## config.mk

```make
export PLATFORM = sky130hd
export DESIGN_NAME = operand_fetch_stage
export DESIGN_NICKNAME = d
export VERILOG_FILES = /design/src/rtl/operand_fetch_stage.sv
export SDC_FILE = /design/constraint.sdc
export NUM_CORES = 1
export LEC_CHECK = 0
export ABC_CLOCK_PERIOD_IN_PS = 4700
export CORE_ASPECT_RATIO = 0.75
export CORE_MARGIN = 10
export CORE_UTILIZATION = 35
export DETAILED_ROUTE_END_ITERATION = 16
export GPL_ROUTABILITY_DRIVEN = 1
export HOLD_SLACK_MARGIN = 0.12
export PLACE_DENSITY = 0.78
export SLEW_MARGIN = 40
export SYNTH_ARGS = -nofsm -noshare
export SYNTH_HDL_FRONTEND = slang
export SYNTH_SLANG_ARGS = --single-unit
```

## constraint.sdc

```tcl
create_clock -name clk -period 4.7 [get_ports clk]
set_clock_uncertainty 0.1 [all_clocks]
set_input_delay 0.94 -clock clk [delete_from_list [all_inputs] [get_ports clk]]
set_output_delay 0.94 -clock clk [all_outputs]
set_load 0.01 [all_outputs]
```

## src/rtl/operand_fetch_stage.sv

```systemverilog
// ID->EX operand stage: operand forwarding, load-use stall control and the ID/EX register.
// Optional hazard counters (stat_stalls / stat_fwds) are built when HAZARD_STATS_EN is defined.
module operand_fetch_stage #(
    parameter int CTRL_W            = 12,
    parameter int LOAD_STALL_CYCLES = 1
) (
    input  logic              clk,
    input  logic              reset,
    input  logic              in_valid,
    input  logic [2:0]        in_rs1,
    input  logic [2:0]        in_rs2,
    input  logic [2:0]        in_rd,
    input  logic              in_use_rs1,
    input  logic              in_use_rs2,
    input  logic [CTRL_W-1:0] in_ctrl,
    input  logic [15:0]       in_imm,
    input  logic [15:0]       in_pc,
    output logic [2:0]        rf_ra,
    output logic [2:0]        rf_rb,
    input  logic [15:0]       rf_busa,
    input  logic [15:0]       rf_busb,
    input  logic              ex_wr_en,
    input  logic              ex_is_load,
    input  logic [2:0]        ex_rd,
    input  logic [15:0]       ex_result,
    input  logic              mem_wr_en,
    input  logic [2:0]        mem_rd,
    input  logic [15:0]       mem_result,
    input  logic              wb_wr_en,
    input  logic [2:0]        wb_rd,
    input  logic [15:0]       wb_result,
    input  logic              flush,
    input  logic              hold,
    output logic              stall,
    output logic              out_valid,
    output logic [15:0]       out_a,
    output logic [15:0]       out_b,
    output logic [15:0]       out_imm,
    output logic [15:0]       out_pc,
    output logic [2:0]        out_rd,
    output logic [CTRL_W-1:0] out_ctrl
`ifdef HAZARD_STATS_EN
    ,
    output logic [15:0]       stat_stalls,
    output logic [15:0]       stat_fwds
`endif
);
    // state    | meaning
    // ST_RUN   | accepting instructions; a load-use hazard inserts the first bubble here
    // ST_STALL | inserting the remaining load-use bubbles, r_cnt = bubbles still to go
    typedef enum logic {ST_RUN, ST_STALL} state_t;

    localparam int LSC_CLAMP = (LOAD_STALL_CYCLES < 1) ? 1 :
                               (LOAD_STALL_CYCLES > 7) ? 7 : LOAD_STALL_CYCLES;
    localparam logic [2:0] CNT_INIT = 3'(LSC_CLAMP - 1);

    state_t            r_state, w_state_nxt;
    logic [2:0]        r_cnt, w_cnt_nxt;
    logic              w_accept, w_bubble, w_ld_bubble;
    logic              r_out_valid;
    logic [15:0]       r_out_a, r_out_b, r_out_imm, r_out_pc;
    logic [2:0]        r_out_rd;
    logic [CTRL_W-1:0] r_out_ctrl;

    logic w_a_zero, w_a_ex, w_a_mem, w_a_wb, w_fwd_a;
    logic w_b_zero, w_b_ex, w_b_mem, w_b_wb, w_fwd_b;
    logic [15:0] w_opnd_a, w_opnd_b;
    logic w_hz;

    assign rf_ra = in_rs1;
    assign rf_rb = in_rs2;

    // A load in EX has no data yet, so it never forwards; youngest writer wins.
    assign w_a_zero = (in_rs1 == 3'd0);
    assign w_a_ex   = ex_wr_en && !ex_is_load && (ex_rd == in_rs1);
    assign w_a_mem  = mem_wr_en && (mem_rd == in_rs1);
    assign w_a_wb   = wb_wr_en && (wb_rd == in_rs1);
    assign w_opnd_a = w_a_zero ? 16'h0000 : w_a_ex ? ex_result :
                      w_a_mem ? mem_result : w_a_wb ? wb_result : rf_busa;
    assign w_fwd_a  = in_use_rs1 && !w_a_zero && (w_a_ex || w_a_mem || w_a_wb);

    assign w_b_zero = (in_rs2 == 3'd0);
    assign w_b_ex   = ex_wr_en && !ex_is_load && (ex_rd == in_rs2);
    assign w_b_mem  = mem_wr_en && (mem_rd == in_rs2);
    assign w_b_wb   = wb_wr_en && (wb_rd == in_rs2);
    assign w_opnd_b = w_b_zero ? 16'h0000 : w_b_ex ? ex_result :
                      w_b_mem ? mem_result : w_b_wb ? wb_result : rf_busb;
    assign w_fwd_b  = in_use_rs2 && !w_b_zero && (w_b_ex || w_b_mem || w_b_wb);

    assign w_hz = in_valid && ex_is_load && ex_wr_en && (ex_rd != 3'd0) &&
                  ((in_use_rs1 && (ex_rd == in_rs1)) || (in_use_rs2 && (ex_rd == in_rs2)));

    assign stall = reset && !flush &&
                   (hold || (r_state == ST_STALL) || ((r_state == ST_RUN) && w_hz));

    always_comb begin
        w_state_nxt = r_state;
        w_cnt_nxt   = r_cnt;
        w_accept    = 1'b0;
        w_bubble    = 1'b0;
        w_ld_bubble = 1'b0;
        if (flush) begin
            w_bubble    = 1'b1;
            w_state_nxt = ST_RUN;
            w_cnt_nxt   = 3'd0;
        end else if (!hold) begin
            if (r_state == ST_STALL) begin
                w_bubble    = 1'b1;
                w_ld_bubble = 1'b1;
                w_cnt_nxt   = r_cnt - 3'd1;
                if (r_cnt == 3'd1) w_state_nxt = ST_RUN;
            end else if (w_hz) begin
                // The hazard cycle itself is the first of LSC_CLAMP bubbles.
                w_bubble    = 1'b1;
                w_ld_bubble = 1'b1;
                w_cnt_nxt   = CNT_INIT;
                w_state_nxt = (CNT_INIT == 3'd0) ? ST_RUN : ST_STALL;
            end else if (in_valid) begin
                w_accept = 1'b1;
            end else begin
                w_bubble = 1'b1;
            end
        end
    end

    always_ff @(posedge clk) begin
        if (!reset) begin
            r_state     <= ST_RUN;
            r_cnt       <= 3'd0;
            r_out_valid <= 1'b0;
            r_out_a     <= 16'h0000;
            r_out_b     <= 16'h0000;
            r_out_imm   <= 16'h0000;
            r_out_pc    <= 16'h0000;
            r_out_rd    <= 3'd0;
            r_out_ctrl  <= '0;
        end else begin
            r_state <= w_state_nxt;
            r_cnt   <= w_cnt_nxt;
            if (w_accept) begin
                r_out_valid <= 1'b1;
                r_out_a     <= w_opnd_a;
                r_out_b     <= w_opnd_b;
                r_out_imm   <= in_imm;
                r_out_pc    <= in_pc;
                r_out_rd    <= in_rd;
                r_out_ctrl  <= in_ctrl;
            end else if (w_bubble) begin
                r_out_valid <= 1'b0;
                r_out_a     <= 16'h0000;
                r_out_b     <= 16'h0000;
                r_out_imm   <= 16'h0000;
                r_out_pc    <= 16'h0000;
                r_out_rd    <= 3'd0;
                r_out_ctrl  <= '0;
            end
        end
    end

    assign out_valid = r_out_valid;
    assign out_a     = r_out_a;
    assign out_b     = r_out_b;
    assign out_imm   = r_out_imm;
    assign out_pc    = r_out_pc;
    assign out_rd    = r_out_rd;
    assign out_ctrl  = r_out_ctrl;

`ifdef HAZARD_STATS_EN
    logic [15:0] r_stat_stalls, r_stat_fwds;

    // w_ld_bubble and w_accept are already low under hold or flush.
    always_ff @(posedge clk) begin
        if (!reset) begin
            r_stat_stalls <= 16'h0000;
            r_stat_fwds   <= 16'h0000;
        end else begin
            if (w_ld_bubble && (r_stat_stalls != 16'hFFFF))
                r_stat_stalls <= r_stat_stalls + 16'd1;
            if (w_accept && (w_fwd_a || w_fwd_b) && (r_stat_fwds != 16'hFFFF))
                r_stat_fwds <= r_stat_fwds + 16'd1;
        end
    end

    assign stat_stalls = r_stat_stalls;
    assign stat_fwds   = r_stat_fwds;
`endif
endmodule

```

==> results.cfg, run 1 <==
[status]
outcome = complete, no violations

[power_and_ir_drop]
seqPwrFrac_pct = 41.6
comb_power_share_pct = 20.2
leakage_nw = 2.84
pwr-share-clk_pct = 38.2
powerDensity_nw_per_um2 = 255
p_sw_share_pct = 25.7
power_w = 0.00177
p_sw_w = 0.000454
peakVddDrop_mv = 0.216
intPower_w = 0.00131

[logic_synthesis]
synth_area_leaders = dfxtp_1 (40%), a22o_1 (9.8%), mux2i_1 (7.6%)
syn-instance-count = 460
syn_area_um2 = 4220
synth_simple_gate_area_share_pct = 13.5
syn-num-nets = 615
synth_cell_types = 35
synth_top_family_by_area = compound AO/OA/AOI/OAI gates
synth_common_cells = dfxtp_1 (84), nand2_1 (65), a22o_1 (47)
synth_most_common_cell = dfxtp_1
synth-adder-area-share_pct = 0.593
yosys.area.top_type = dfxtp_1
netlist.area_leader.share_pct = 39.9
yosysWarnings = 0
synth-seq-cells = 84
synth-edff-count = 0
synthMuxAreaShare_pct = 7.86
synth_compound_area_share_pct = 28.7
async_reset_ff_share_pct = 0
post_synth.cell_area_avg_um2 = 9.17
synth-xor-area-share_pct = 3.74
ys_seq_area_share_pct = 39.9
synth_ff_type = dfxtp_1

[cells_and_area]
syn2layout_area_growth_pct = 64.3
antenna_cells = 0
final.fill_count = 1007
final_area_um2 = 6930
drive_gt1_share_pct = 7.21
num-nets-final = 830

[routing]
totalWireLength_um = 16800
dr.first_iter.drc_count = 195
drc = 0
via_count = 4422
ant_nets = 0
firstDrtPassIters = 4
vias_per_cell = 5.25
detail_route.wl_per_cell_um = 20.0

[worst_setup_path]
required_ps = 3660
worstSetupPathType = in -> out
path_cells = clkdlybuf4s50_1, xnor2_1, nand4_1, a211o_1, nand2b_1, o21a_1, clkdlybuf4s50_1
crit_fanout = 5
cpPeakStageDelay_ps = 610
crit_path_frequent_cell = clkdlybuf4s50_1
cp-end-kind = output pin
arrival_ps = 3050
slowest_stage = clkdlybuf4s50_1
startpoint_type = input port

[cts]
path_clk_slew_ps = 70
clock-sinks = 84
cts_tree = built
cts_buffer_depth = 2
cts_buffers = 9
cts_hold_buf = 0
clock_latency_ps = 330
cts.repair.resized = 0
post_cts_buffers = 0
root_buffer = clkbuf_16
htree_levels = 3

[sta]
rsz0062_at_grt = false
fin_tns_setup_ps = 0
slew_viol_final = 0
fin_crit_sh_pct = 87.1
worst_pin_slew_ps = 722
hold_violations = 0
relSlewSlack_pct = 51.7
setup_violations = 0
fin_crit_ps = 4090
fmax_mhz = 244

[global_routing]
grt_antenna_before_repair = 1
grt_util_all_layers_pct = 18.9
grt-busiest-layer = met2
first_global_vias = 4683
grt_pass1_wl_um = 25700
met2_usage_pct = 31.0
met1_usage_pct = 21.9
met3_usage_pct = 9.38
grt_max_degree = 49
grt_overflow_total = 0

[place]
dpl_cell_area_um2 = 6650
portBuffers = 239
gp_congestion = 0.873
dp_hpwl_um = 13200

[floorplan]
io_pins = 240
fp.coreArea_um2 = 11700
initial_core_util_pct = 36.1
die_area_um2 = 16900
rows = 34
die_height_um = 115
die_width_um = 147

[min_path]
hp-class = reg -> reg

[flow_run]
cap_violations = 0
layout by cell type (no fill, tap or decap), types with 2 or more instances in the layout:
| cell | synthesis | layout |
|---|---|---|
| inv_1 | 3 | 3 |
| mux2i_1 | 32 | 32 |
| xnor2_1 | 18 | 18 |
| and3_1 | 2 | 2 |
| nor2_1 | 2 | 2 |
| nand4_1 | 7 | 7 |
| a2bb2oi_2 | 20 | 20 |
| clkdlybuf4s50_1 | 0 | 239 |
| ha_1 | 2 | 2 |
| or4_2 | 0 | 2 |
| a2bb2oi_1 | 12 | 12 |
| nor2b_1 | 4 | 3 |
| o21ai_0 | 34 | 34 |
| inv_6 | 0 | 3 |
| nand2_1 | 65 | 65 |
| clkinv_4 | 0 | 2 |
| nor3_1 | 4 | 3 |
| a22o_1 | 47 | 47 |
| clkbuf_16 | 0 | 9 |
| dfxtp_1 | 84 | 84 |
| buf_4 | 10 | 7 |
| a21oi_1 | 34 | 34 |
| nand3_1 | 34 | 34 |
power groups by stage:
stage	Clock [W]	Sequential, W	Combinational (W)
2_1_floorplan	0	0.000757	0.000145
3_3_place_gp	0	0.000750	0.000349
3_5_place_dp	0	0.000751	0.000356
4_1_cts	0.000694	0.000735	0.000358
5_1_grt	0.000716	0.000736	0.000380
6_report	0.000674	0.000735	0.000356
worst paths after layout:
path             start        end  slack (ps)  cells after the start
max          in_rs2[0]      stall         610                      7
min          out_valid  out_valid         350                      1
max reg2reg    r_state   out_b[4]        2900                      2
min reg2reg  out_valid  out_valid         350                      1
worst max-delay path: cells and delay by family:
family	cells	cell delay, ps
XOR/XNOR	1	190
AND/OR/NAND/NOR	2	300
buffers and inverters	2	1140
AO/OA/AOI/OAI	2	480
flip-flops by register name, indices dropped and copies added, names as in the netlist:
name,cells
out_a,16
out_b,16
out_ctrl,12
out_imm,16
out_pc,16
out_rd,3
out_valid,1
r_cnt,3
r_state,1
layout make-up:
cell class / instances / area [µm²] / share of cell area [%]
repair buffers: 246 / 2440 / 35.3
multi-input cells: 331 / 2310 / 33.3
flip-flops and latches: 84 / 1680 / 24.3
clock buffers: 10 / 229 / 3.30
well taps: 162 / 203 / 2.92
clock inverters: 6 / 55.1 / 0.794
inverters: 3 / 11.3 / 0.162
logic make-up after synthesis:
logic type	Yosys count
compound gates	154
simple gates	124
flops	84
buf+inv	45
mux	33
xor+xnor	18
fa+ha+maj	2
stage by stage:
stage	setup slack [ps]	cells	hold slack [ps]	utilization (%)
after floorplan	1830	460	364	-
after global placement	669	826	335	56.8
after detailed placement	617	826	339	56.8
after CTS	615	842	355	59.2
after global routing	476	842	376	59.3
final	607	842	353	59.3
routing by layer:
layer	vias up	wire length (µm)
met5	-	13
met4	2	195
met3	14	2050
met2	209	7600
met1	2076	6960
li1	2121	-
Note: power is estimated with default switching activity, not from simulation.
==> run 2, diff against run 1 <==
--- a/config.mk
+++ b/config.mk
@@ -13,6 +13,7 @@
 export GPL_ROUTABILITY_DRIVEN = 1
 export HOLD_SLACK_MARGIN = 0.12
 export PLACE_DENSITY = 0.78
+export SKIP_CTS_REPAIR_TIMING = 1
 export SLEW_MARGIN = 40
 export SYNTH_ARGS = -nofsm -noshare
 export SYNTH_HDL_FRONTEND = slang
==> results of run 2 <==
Same layout as run 1: the final DEF is identical, and so are final timing and power.
==> run 3, diff against run 2 <==
--- a/config.mk
+++ b/config.mk
@@ -13,6 +13,7 @@
 export GPL_ROUTABILITY_DRIVEN = 1
 export HOLD_SLACK_MARGIN = 0.12
 export PLACE_DENSITY = 0.78
+export RECOVER_POWER = 50
 export SKIP_CTS_REPAIR_TIMING = 1
 export SLEW_MARGIN = 40
 export SYNTH_ARGS = -nofsm -noshare
==> run 3 against run 2 <==
Compared with the run above: non-clock buffer count is the same; combinational power shrank 1%; wire length grew 0.51%; critical path type unchanged; register-to-register slack is essentially flat; highest routed layer unchanged.
==> results.cfg, run 3 (synthesis gave the netlist of run 1 again) <==
[sta]
hold_ws_ps = 346
worst_pin_slew_ps = 978
fin_tns_setup_ps = 0
slew_viol_final = 0
fin_crit_sh_pct = 88.7
hold_violations = 0
fin_crit_ps = 4170
fmax_mhz = 240
rsz0062_at_grt = false
relSlewSlack_pct = 34.8
setup_violations = 0

[global_routing]
grt_util_all_layers_pct = 18.9
grt_pass1_wl_um = 25700
grt_overflow_total = 0
grt_max_degree = 49
first_global_vias = 4683
grt_antenna_before_repair = 1

[floorplan]
fp.coreArea_um2 = 11700
die_height_um = 115
rows = 34
die_area_um2 = 16900
die_width_um = 147
io_pins = 240
initial_core_util_pct = 36.1

[worst_setup_path]
crit_fanout = 5
startpoint_type = input port
startpoint = in_rs1[2]
worstSetupPathType = in -> out
cp-end-kind = output pin
r2r_setup_slack_ps = 2910
required_ps = 3660
arrival_ps = 3130
rr_startpoint = r_state

[place]
dp_hpwl_um = 13200
portBuffers = 239
dp_cells = 826
dpl_cell_area_um2 = 6650
gp_congestion = 0.873

[routing]
detail_route.wl_per_cell_um = 20.1
drc = 0
ant_nets = 0
via_count = 4425
vias_per_cell = 5.26
dr.first_iter.drc_count = 221
firstDrtPassIters = 4
totalWireLength_um = 16900

[cells_and_area]
register_area_um2 = 1680
final_cell_mix = clkdlybuf4s50_1 (157), dfxtp_1 (84), dlygate4sd3_1 (82), nand2_1 (65), a22o_1 (47)
num-nets-final = 830
antenna_cells = 0
final_area_um2 = 6930
final.fill_count = 1008
final_common_cell = clkdlybuf4s50_1
post-route-util_pct = 59.2
finalNonFillerCells = 842
multi_input_area_um2 = 2310
drive_gt1_share_pct = 7.21
syn2layout_area_growth_pct = 64.2

[flow_run]
cap_violations = 0

[cts]
clock-sinks = 84
clock_latency_ps = 330
root_buffer = clkbuf_16
cts_buffer_depth = 2
htree_levels = 3
path_clk_slew_ps = 70
cts_tree = built
cts_buffers = 9

[power_and_ir_drop]
intPower_w = 0.00131
leakage_nw = 3.11
p_sw_share_pct = 25.7
powerDensity_nw_per_um2 = 254
p_sw_w = 0.000453
peakVddDrop_mv = 0.214
seqPwrFrac_pct = 41.7
pwr-share-clk_pct = 38.3
comb_power_share_pct = 20.0

[min_path]
min-delay-start = out_valid
hp-class = reg -> reg

[status]
outcome = complete, no violations
[run 3: power by group through the flow]
stage          Sequential [W]  Clock, W  Combinational, W
4_1_cts              0.000735  0.000694          0.000358
5_1_grt              0.000736  0.000716          0.000375
2_1_floorplan        0.000757         0          0.000145
3_5_place_dp         0.000751         0          0.000356
3_3_place_gp         0.000750         0          0.000349
6_report             0.000734  0.000673          0.000351
[run 3: path summary, 6_finish.rpt]
check / to / depth (start not counted)
worst min-delay path: out_valid / 1
worst max register to register: out_a[0] / 2
worst max-delay path: stall / 7
worst min register to register: out_valid / 1
[run 3: worst max-delay path, cell delays in order]
cell and delay [ps]:
dlygate4sd3_1 640, xnor2_1 310, nand4_2 140, a211o_1 300, nand2b_1 130, o21a_1 130, clkdlybuf4s50_1 530
[run 3: cell type report]
class | instances | area share, %
clock buffer | 10 | 3.30
clock inverter | 6 | 0.795
inverter | 3 | 0.163
multi-input combinational | 331 | 33.3
sequential | 84 | 24.3
tap | 162 | 2.93
timing repair buffer | 246 | 35.2
[run 3: through the flow]
step                setup WS [ps]  power [W]
floorplan                    1830   0.000901
global placement              669    0.00110
detailed placement            617    0.00111
CTS                           615    0.00179
global route                  397    0.00183
finish                        531    0.00176
[run 3: per-layer routing]
metal  wire [µm]  global-route usage [%]  up-vias
li1            -                       -     2123
met1        6840                    21.9     2069
met2        7690                    31.0      217
met3        2160                    9.38       14
met4         195                    4.32        2
met5          13                       0        -
